<file path="config.mk">
export PLATFORM = sky130hd
export DESIGN_NAME = base2_pow_compose_flat
export DESIGN_NICKNAME = d
export VERILOG_FILES = /design/src/rtl/base2_pow_compose_if.sv /design/src/rtl/base2_pow_compose.sv /design/src/flat_wrapper.sv
export SDC_FILE = /design/constraint.sdc
export NUM_CORES = 1
export LEC_CHECK = 0
export ABC_AREA = 1
export CELL_PAD_IN_SITES_DETAIL_PLACEMENT = 1
export CELL_PAD_IN_SITES_GLOBAL_PLACEMENT = 1
export CORE_ASPECT_RATIO = 0.9
export CORE_MARGIN = 8
export CORE_UTILIZATION = 40
export DETAILED_ROUTE_END_ITERATION = 6
export PLACE_DENSITY_LB_ADDON = 0.05
export SLEW_MARGIN = 20
export SYNTH_ARGS = -nofsm -noshare
export SYNTH_HDL_FRONTEND = slang
export SYNTH_SLANG_ARGS = --single-unit
</file>
<file path="constraint.sdc">
create_clock -name clk -period 10.75 [get_ports clk]
set_input_delay 1.6125 -clock clk [delete_from_list [all_inputs] [get_ports clk]]
set_output_delay 1.6125 -clock clk [all_outputs]
set_load 0.02 [all_outputs]
</file>
<file path="src/rtl/base2_pow_compose_if.sv">
// base2_pow_compose_if: valid/ready token bus for the 2^(k+f) composer.
// master drives k/f and the output ready; slave is the composer itself.
interface base2_pow_compose_if #(
  parameter int DW = 16
);
  logic          valid_i;
  logic          ready_o;
  logic [7:0]    k_i;
  logic [DW-1:0] f_i;
  logic          valid_o;
  logic          ready_i;
  logic [DW-1:0] y_o;
  logic          ovf_o;
  logic          unf_o;

  modport master (
    output valid_i,
    output k_i,
    output f_i,
    output ready_i,
    input  ready_o,
    input  valid_o,
    input  y_o,
    input  ovf_o,
    input  unf_o
  );

  modport slave (
    input  valid_i,
    input  k_i,
    input  f_i,
    input  ready_i,
    output ready_o,
    output valid_o,
    output y_o,
    output ovf_o,
    output unf_o
  );
endinterface

</file>
<file path="src/rtl/base2_pow_compose.sv">
// base2_pow_compose: FP16 2^(k+f) from k and f, 2^f by 16-segment PWL.
// Three-stage pipe under one global enable; synchronous reset.
module base2_pow_compose #(
  parameter int FW       = 12,
  parameter int SEG_BITS = 4,
  parameter int DW       = 16
) (
  input logic clk,
  input logic rst,
  base2_pow_compose_if.slave bus
);
  localparam int NSEG = 1 << SEG_BITS;
  localparam int RW   = FW - SEG_BITS;
  localparam int CW   = FW + 2;
  localparam int PW   = CW + RW;

  typedef logic [CW-1:0] coef_t;
  typedef logic [NSEG:0][CW-1:0] rom_t;

  typedef struct packed {
    logic          v;
    logic [7:0]    k;
    logic [FW-1:0] u;
  } s1_t;

  typedef struct packed {
    logic        v;
    logic [7:0]  k;
    logic [FW:0] p;
  } s2_t;

  // Segment base points 2^(i/NSEG) in Q1.FW, plus the 2.0 end point.
  function automatic rom_t c0_rom();
    rom_t t;
    real  v;
    t = '0;
    for (int i = 0; i < NSEG; i++) begin
      v = (2.0 ** (real'(i) / real'(NSEG))) * (2.0 ** FW);
      t[i] = coef_t'($rtoi(v + 0.5));
    end
    t[NSEG] = coef_t'(1) << (FW + 1);
    return t;
  endfunction

  localparam rom_t        C0   = c0_rom();
  localparam logic [CW:0] PLIM = (CW+1)'(1) << (FW + 1);
  localparam logic [FW:0] PMAX = '1;

  logic en;
  assign en = bus.ready_i | ~bus.valid_o;
  assign bus.ready_o = en;

  logic          sgn;
  logic [4:0]    ex;
  logic [9:0]    man;
  logic [4:0]    sh;
  logic [FW+10:0] wide;
  logic [FW+10:0] shr;
  logic [FW-1:0] u_n;

  assign sgn = bus.f_i[15];
  assign ex  = bus.f_i[14:10];
  assign man = bus.f_i[9:0];

  // FP16 f to Q0.FW; negatives and tiny values go to 0, f>=1 saturates.
  always_comb begin
    wide = {1'b1, man, {FW{1'b0}}};
    sh   = 5'd25 - ex;
    shr  = wide >> sh;
    u_n  = '0;
    unique case (1'b1)
      (sgn | (ex == 5'd0)):    u_n = '0;
      (~sgn & (ex >= 5'd15)):  u_n = '1;
      default:                 u_n = shr[FW-1:0];
    endcase
  end

  s1_t s1;

  // Stage 1 register: fixed-point fraction and k.
  always_ff @(posedge clk) begin
    if (rst) begin
      s1 <= '0;
    end else if (en) begin
      s1 <= '{v: bus.valid_i, k: bus.k_i, u: u_n};
    end
  end

  logic [SEG_BITS-1:0] idx;
  logic [SEG_BITS:0]   idx1;
  logic [RW-1:0]       r;
  coef_t               c0;
  coef_t               c1;
  logic [PW-1:0]       prod;
  logic [CW:0]         p_sum;
  logic [FW:0]         p_n;

  // PWL: base point plus slope times in-segment offset, clamped below 2.0.
  always_comb begin
    idx   = s1.u[FW-1 -: SEG_BITS];
    idx1  = {1'b0, idx} + (SEG_BITS+1)'(1);
    r     = s1.u[RW-1:0];
    c0    = C0[{1'b0, idx}];
    c1    = C0[idx1] - c0;
    prod  = PW'(c1) * PW'(r);
    p_sum = {1'b0, c0} + (CW+1)'(prod >> RW);
    p_n   = (p_sum >= PLIM) ? PMAX : p_sum[FW:0];
  end

  s2_t s2;

  // Stage 2 register: 2^f in Q1.FW and k.
  always_ff @(posedge clk) begin
    if (rst) begin
      s2 <= '0;
    end else if (en) begin
      s2 <= '{v: s1.v, k: s1.k, p: p_n};
    end
  end

  logic signed [8:0] e;
  logic              ovf_n;
  logic              unf_n;
  logic [DW-1:0]     y_n;

  // Compose: biased k into the exponent, saturate or flush at the ends.
  always_comb begin
    e     = $signed({s2.k[7], s2.k}) + 9'sd15;
    ovf_n = (e >= 9'sd31);
    unf_n = (e <= 9'sd0);
    y_n   = '0;
    unique case (1'b1)
      ovf_n:   y_n = DW'(16'h7C00);
      unf_n:   y_n = '0;
      default: y_n = DW'({1'b0, e[4:0], s2.p[FW-1 -: 10]});
    endcase
  end

  // Output register; bubbles leave y and flags at zero.
  always_ff @(posedge clk) begin
    if (rst) begin
      bus.valid_o <= 1'b0;
      bus.y_o     <= '0;
      bus.ovf_o   <= 1'b0;
      bus.unf_o   <= 1'b0;
    end else if (en) begin
      bus.valid_o <= s2.v;
      bus.y_o     <= s2.v ? y_n : '0;
      bus.ovf_o   <= s2.v & ovf_n;
      bus.unf_o   <= s2.v & unf_n;
    end
  end

  logic unused;
  assign unused = ^{shr, p_sum, bus.f_i};
endmodule

</file>
<file path="src/flat_wrapper.sv">
// flat-port wrapper written by rule: the top's interface ports become plain ports
module base2_pow_compose_flat 
#(
  parameter int FW       = 12,
  parameter int SEG_BITS = 4,
  parameter int DW       = 16
)
  (clk, rst, bus_valid_i, bus_k_i, bus_f_i, bus_ready_i, bus_ready_o, bus_valid_o, bus_y_o, bus_ovf_o, bus_unf_o);
  base2_pow_compose_if #(.DW(DW)) bus_i ();
  input logic clk;
  input logic rst;
  input wire logic [$bits(bus_i.valid_i)-1:0] bus_valid_i;
  input wire logic [$bits(bus_i.k_i)-1:0] bus_k_i;
  input wire logic [$bits(bus_i.f_i)-1:0] bus_f_i;
  input wire logic [$bits(bus_i.ready_i)-1:0] bus_ready_i;
  output wire logic [$bits(bus_i.ready_o)-1:0] bus_ready_o;
  output wire logic [$bits(bus_i.valid_o)-1:0] bus_valid_o;
  output wire logic [$bits(bus_i.y_o)-1:0] bus_y_o;
  output wire logic [$bits(bus_i.ovf_o)-1:0] bus_ovf_o;
  output wire logic [$bits(bus_i.unf_o)-1:0] bus_unf_o;
  assign bus_i.valid_i = bus_valid_i;
  assign bus_i.k_i = bus_k_i;
  assign bus_i.f_i = bus_f_i;
  assign bus_i.ready_i = bus_ready_i;
  assign bus_ready_o = bus_i.ready_o;
  assign bus_valid_o = bus_i.valid_o;
  assign bus_y_o = bus_i.y_o;
  assign bus_ovf_o = bus_i.ovf_o;
  assign bus_unf_o = bus_i.unf_o;
  base2_pow_compose #(.FW(FW), .SEG_BITS(SEG_BITS), .DW(DW)) u_core (.clk(clk), .rst(rst), .bus(bus_i));
endmodule
</file>
==> results.py <==
metrics = {
    "run_status": {
        "outcome": "finished, final reports clean",
    },
    "worst_setup_path": {
        "r2r_start": "u_core.idx[1]",
        "cpPeakStageDelay_ps": 650,
        "critPathMaxFanout": 10,
        "worst_r2r_path_depth": 39,
        "startpoint_type": "flop",
        "cp.arrival_ps": 9400,
        "cp_common_cell": "nand3_1",
        "critical_path_class": "reg2reg",
        "rr_endpoint": "u_core.s2[6]",
        "worstSetupEndpointType": "flop",
        "crit_required_ps": 10990,
        "r2r_slack_ps": 1590,
        "slowest_stage": "xor2_1",
    },
    "floorplanning": {
        "die_area_mm2": 0.0268,
        "die_y_um": 156,
        "core_region_area_mm2": 0.0215,
        "rows": 51,
        "initial_core_util": 0.406,
        "die_w_um": 172,
        "io_pins": 48,
    },
    "logic_synthesis": {
        "synth_top_cell_by_area": "fa_1",
        "ys_types": 41,
        "seq_area_frac_synth": 0.160,
        "synth.net_count": 1492,
        "synth_warnings": 0,
        "syn_area_per_cell_um2": 6.67,
        "syn_inst": 1310,
        "synth-async-reset-ratio": 0,
        "synth_ff_type": "dfxtp_1",
        "synth-edff-count": 0,
        "syn_area_mm2": 0.00873,
        "synth_top_area_share": 0.167,
        "synthTopCellsByArea": "fa_1 (17%), dfxtp_1 (16%), nand2_1 (12%)",
        "ys_ff_latch": 70,
    },
    "clock_tree": {
        "clkTransAtPathRegs_ps": 70,
        "clockBufferDepth": 2,
        "cts_tree": "done",
        "clock-root-buffer": "clkbuf_16",
        "htree_levels": 3,
        "cts.sinks": 70,
        "post_cts_buffers": 0,
        "ctsHoldBuffers": 0,
        "cts_buffers": 9,
        "post_cts_resized": 0,
        "clock_latency_ps": 340,
    },
    "detailed_routing": {
        "drtIter0Drc": 353,
        "wl_um": 25900,
        "drtAntennaViolNets": 0,
        "num_vias": 8263,
        "wire_per_inst_um": 15.9,
        "firstDrtPassIters": 4,
        "drc": 0,
        "vias_per_cell": 5.06,
    },
    "timing": {
        "hold_viol": 0,
        "finalMaxSlewViolations": 0,
        "fin_skew_ps": 10.4,
        "period_minus_slack_ps": 9160,
        "finalSetupViolations": 0,
        "worstMarginPinSlew_ps": 963,
        "hold_slack_ps": 463,
        "setup_tns_ps": 0,
        "fmax_mhz": 109,
        "rsz0062_at_grt": "false",
        "worst_slack_ps": 1590,
        "slew_headroom": 0.353,
        "period_share": 0.852,
    },
    "finish": {
        "fillerInstances": 2871,
        "stdcell_count": 1633,
        "multi_input_area_mm2": 0.00640,
        "antenna_cells": 0,
        "finish.instance_area_mm2": 0.00971,
        "syn_to_final_growth_pct": 11.2,
        "nets": 1519,
        "drive_gt1_frac": 0.0380,
        "seq_area_mm2": 0.00140,
        "finalCoreUtilization": 0.452,
    },
    "pwr": {
        "finalPower_mw": 2.50,
        "seq_power_share": 0.129,
        "ir_worst_vdd_v": 0.000109,
        "pwr_density_cell_mw_per_mm2": 257,
        "p_comb_frac": 0.755,
        "internal_power_mw": 1.15,
        "switching_share": 0.542,
        "netSwitchingPower_mw": 1.35,
        "p_clk_frac": 0.116,
        "leakage_nw": 5.07,
    },
    "placement": {
        "place_area_mm2": 0.00942,
        "dp.cells": 1617,
        "post-dp-hpwl_um": 21200,
        "dp_slack_ps": 1640,
        "portBuffers": 46,
        "gp_congestion": 0.880,
    },
    "grt": {
        "grt_usage": 0.201,
        "grt_pass1_wl_um": 43400,
        "grt_max_degree": 56,
        "grt_remaining_overflow": 0,
        "antenna_found_initial": 0,
        "grt_pass1_vias": 8567,
    },
    "hold_path": {
        "min_to": "u_core.bus.y_o[2]",
        "min_path_cells": 2,
        "hold_path.startpoint": "u_core.bus.y_o[2]",
        "hold_class": "reg2reg",
    },
    "run": {
        "cap_viol_max_count": 0,
    },
}
-- cells in the mapped netlist, types with 3 or more instances --
library cell and count:
nand4_1 15, or2_2 7, o21bai_1 3, fa_1 73, nor4_1 3, buf_6 3
a21oi_1 81, o211ai_1 5, xnor2_1 11, nand3_1 103, o21ai_0 62, nand2_2 4
clkbuf_1 21, a31oi_1 6, buf_2 7, nand3b_1 5, a211oi_1 5, nor2_1 191
nor3_1 6, and2_1 3, inv_1 193, a21o_1 6, nand2_1 290, ha_1 81
inv_2 9, buf_4 3, xor2_1 18, o21ai_1 10, dfxtp_1 70
-- layout make-up --
type	count	area share
clock buffers	9	0.0232
clock inverters	7	0.00631
inverters	203	0.0785
multi-input cells	1003	0.660
flip-flops and latches	70	0.144
well taps	291	0.0375
repair buffers	50	0.0505
-- registers in the layout, indices dropped and copies added (netlist names) --
| signal | count |
|---|---|
| u_core.bus.ovf_o | 1 |
| u_core.idx | 4 |
| u_core.s2 | 19 |
| u_core.s1 | 9 |
| u_core.bus.y_o | 15 |
| u_core.bus.valid_o | 1 |
| u_core.r | 8 |
| u_core.c0 | 12 |
| u_core.bus.unf_o | 1 |
-- cell usage in the layout (no fill, tap or decap), types with 4 or more instances in the layout --
| cell type | instances |
|---|---|
| a21oi_1 | 81 |
| dfxtp_1 | 70 |
| inv_1 | 193 |
| buf_4 | 4 |
| ha_1 | 81 |
| nand3_1 | 103 |
| fa_1 | 73 |
| nand2_2 | 4 |
| nand4_1 | 15 |
| nand3b_1 | 5 |
| clkdlybuf4s50_1 | 46 |
| nand2_1 | 290 |
| nor3_1 | 6 |
| o211ai_1 | 5 |
| a21o_1 | 6 |
| o21ai_0 | 62 |
| xor2_1 | 18 |
| clkbuf_16 | 9 |
| a31oi_1 | 6 |
| or2_2 | 7 |
| nor2_1 | 191 |
| o21ai_1 | 10 |
| xnor2_1 | 11 |
| a211oi_1 | 5 |
| inv_2 | 9 |
-- worst max path at each step --
stage,start,endpoint,cells past startpoint
after floorplan,u_core.idx[0],u_core.s2[10],38
after global placement,u_core.idx[0],u_core.s2[6],38
after detailed placement,u_core.idx[1],u_core.s2[6],39
after CTS,u_core.idx[1],u_core.s2[6],39
after global routing,u_core.idx[1],u_core.s2[10],40
final,u_core.idx[1],u_core.s2[6],39
-- layer usage --
layer / global-route usage / share of wire
met1: 0.285 / 0.51
met2: 0.323 / 0.46
met3: 0.0304 / 0.028
met4: 0.0295 / 0.0048
met5: 0 / 0
-- power groups by stage --
stage               Clock, mW  Combinational [mW]  Sequential, mW
finish                  0.289                1.89           0.323
global route            0.312                2.15           0.326
CTS                     0.302                1.90           0.322
detailed placement          0                1.89           0.328
global placement            0                1.86           0.327
floorplan                   0                1.42           0.319
-- worst max-delay path, delay by kind of cell, from the launching register on --
family                     cells  cell delay (ps)
adders and majority gates      9             3630
and+or+nand+nor               16             1880
AOI/OAI and AO/OA              9             1880
xor gates and xnor gates       2              820
DFF                            1              490
buffers and inverters          3              340
-- cell families (layout without fill, tap and decap cells) --
family	after synthesis	in the layout	share of synthesized area
compound gates	185	185	0.115
fa+ha+maj	154	154	0.283
simple gates	633	633	0.303
buf+inv	237	269	0.107
xor+xnor	30	30	0.0309
other cells	1	1	0.000429
flops	70	70	0.160
Note: power is estimated with default switching activity, not from simulation.
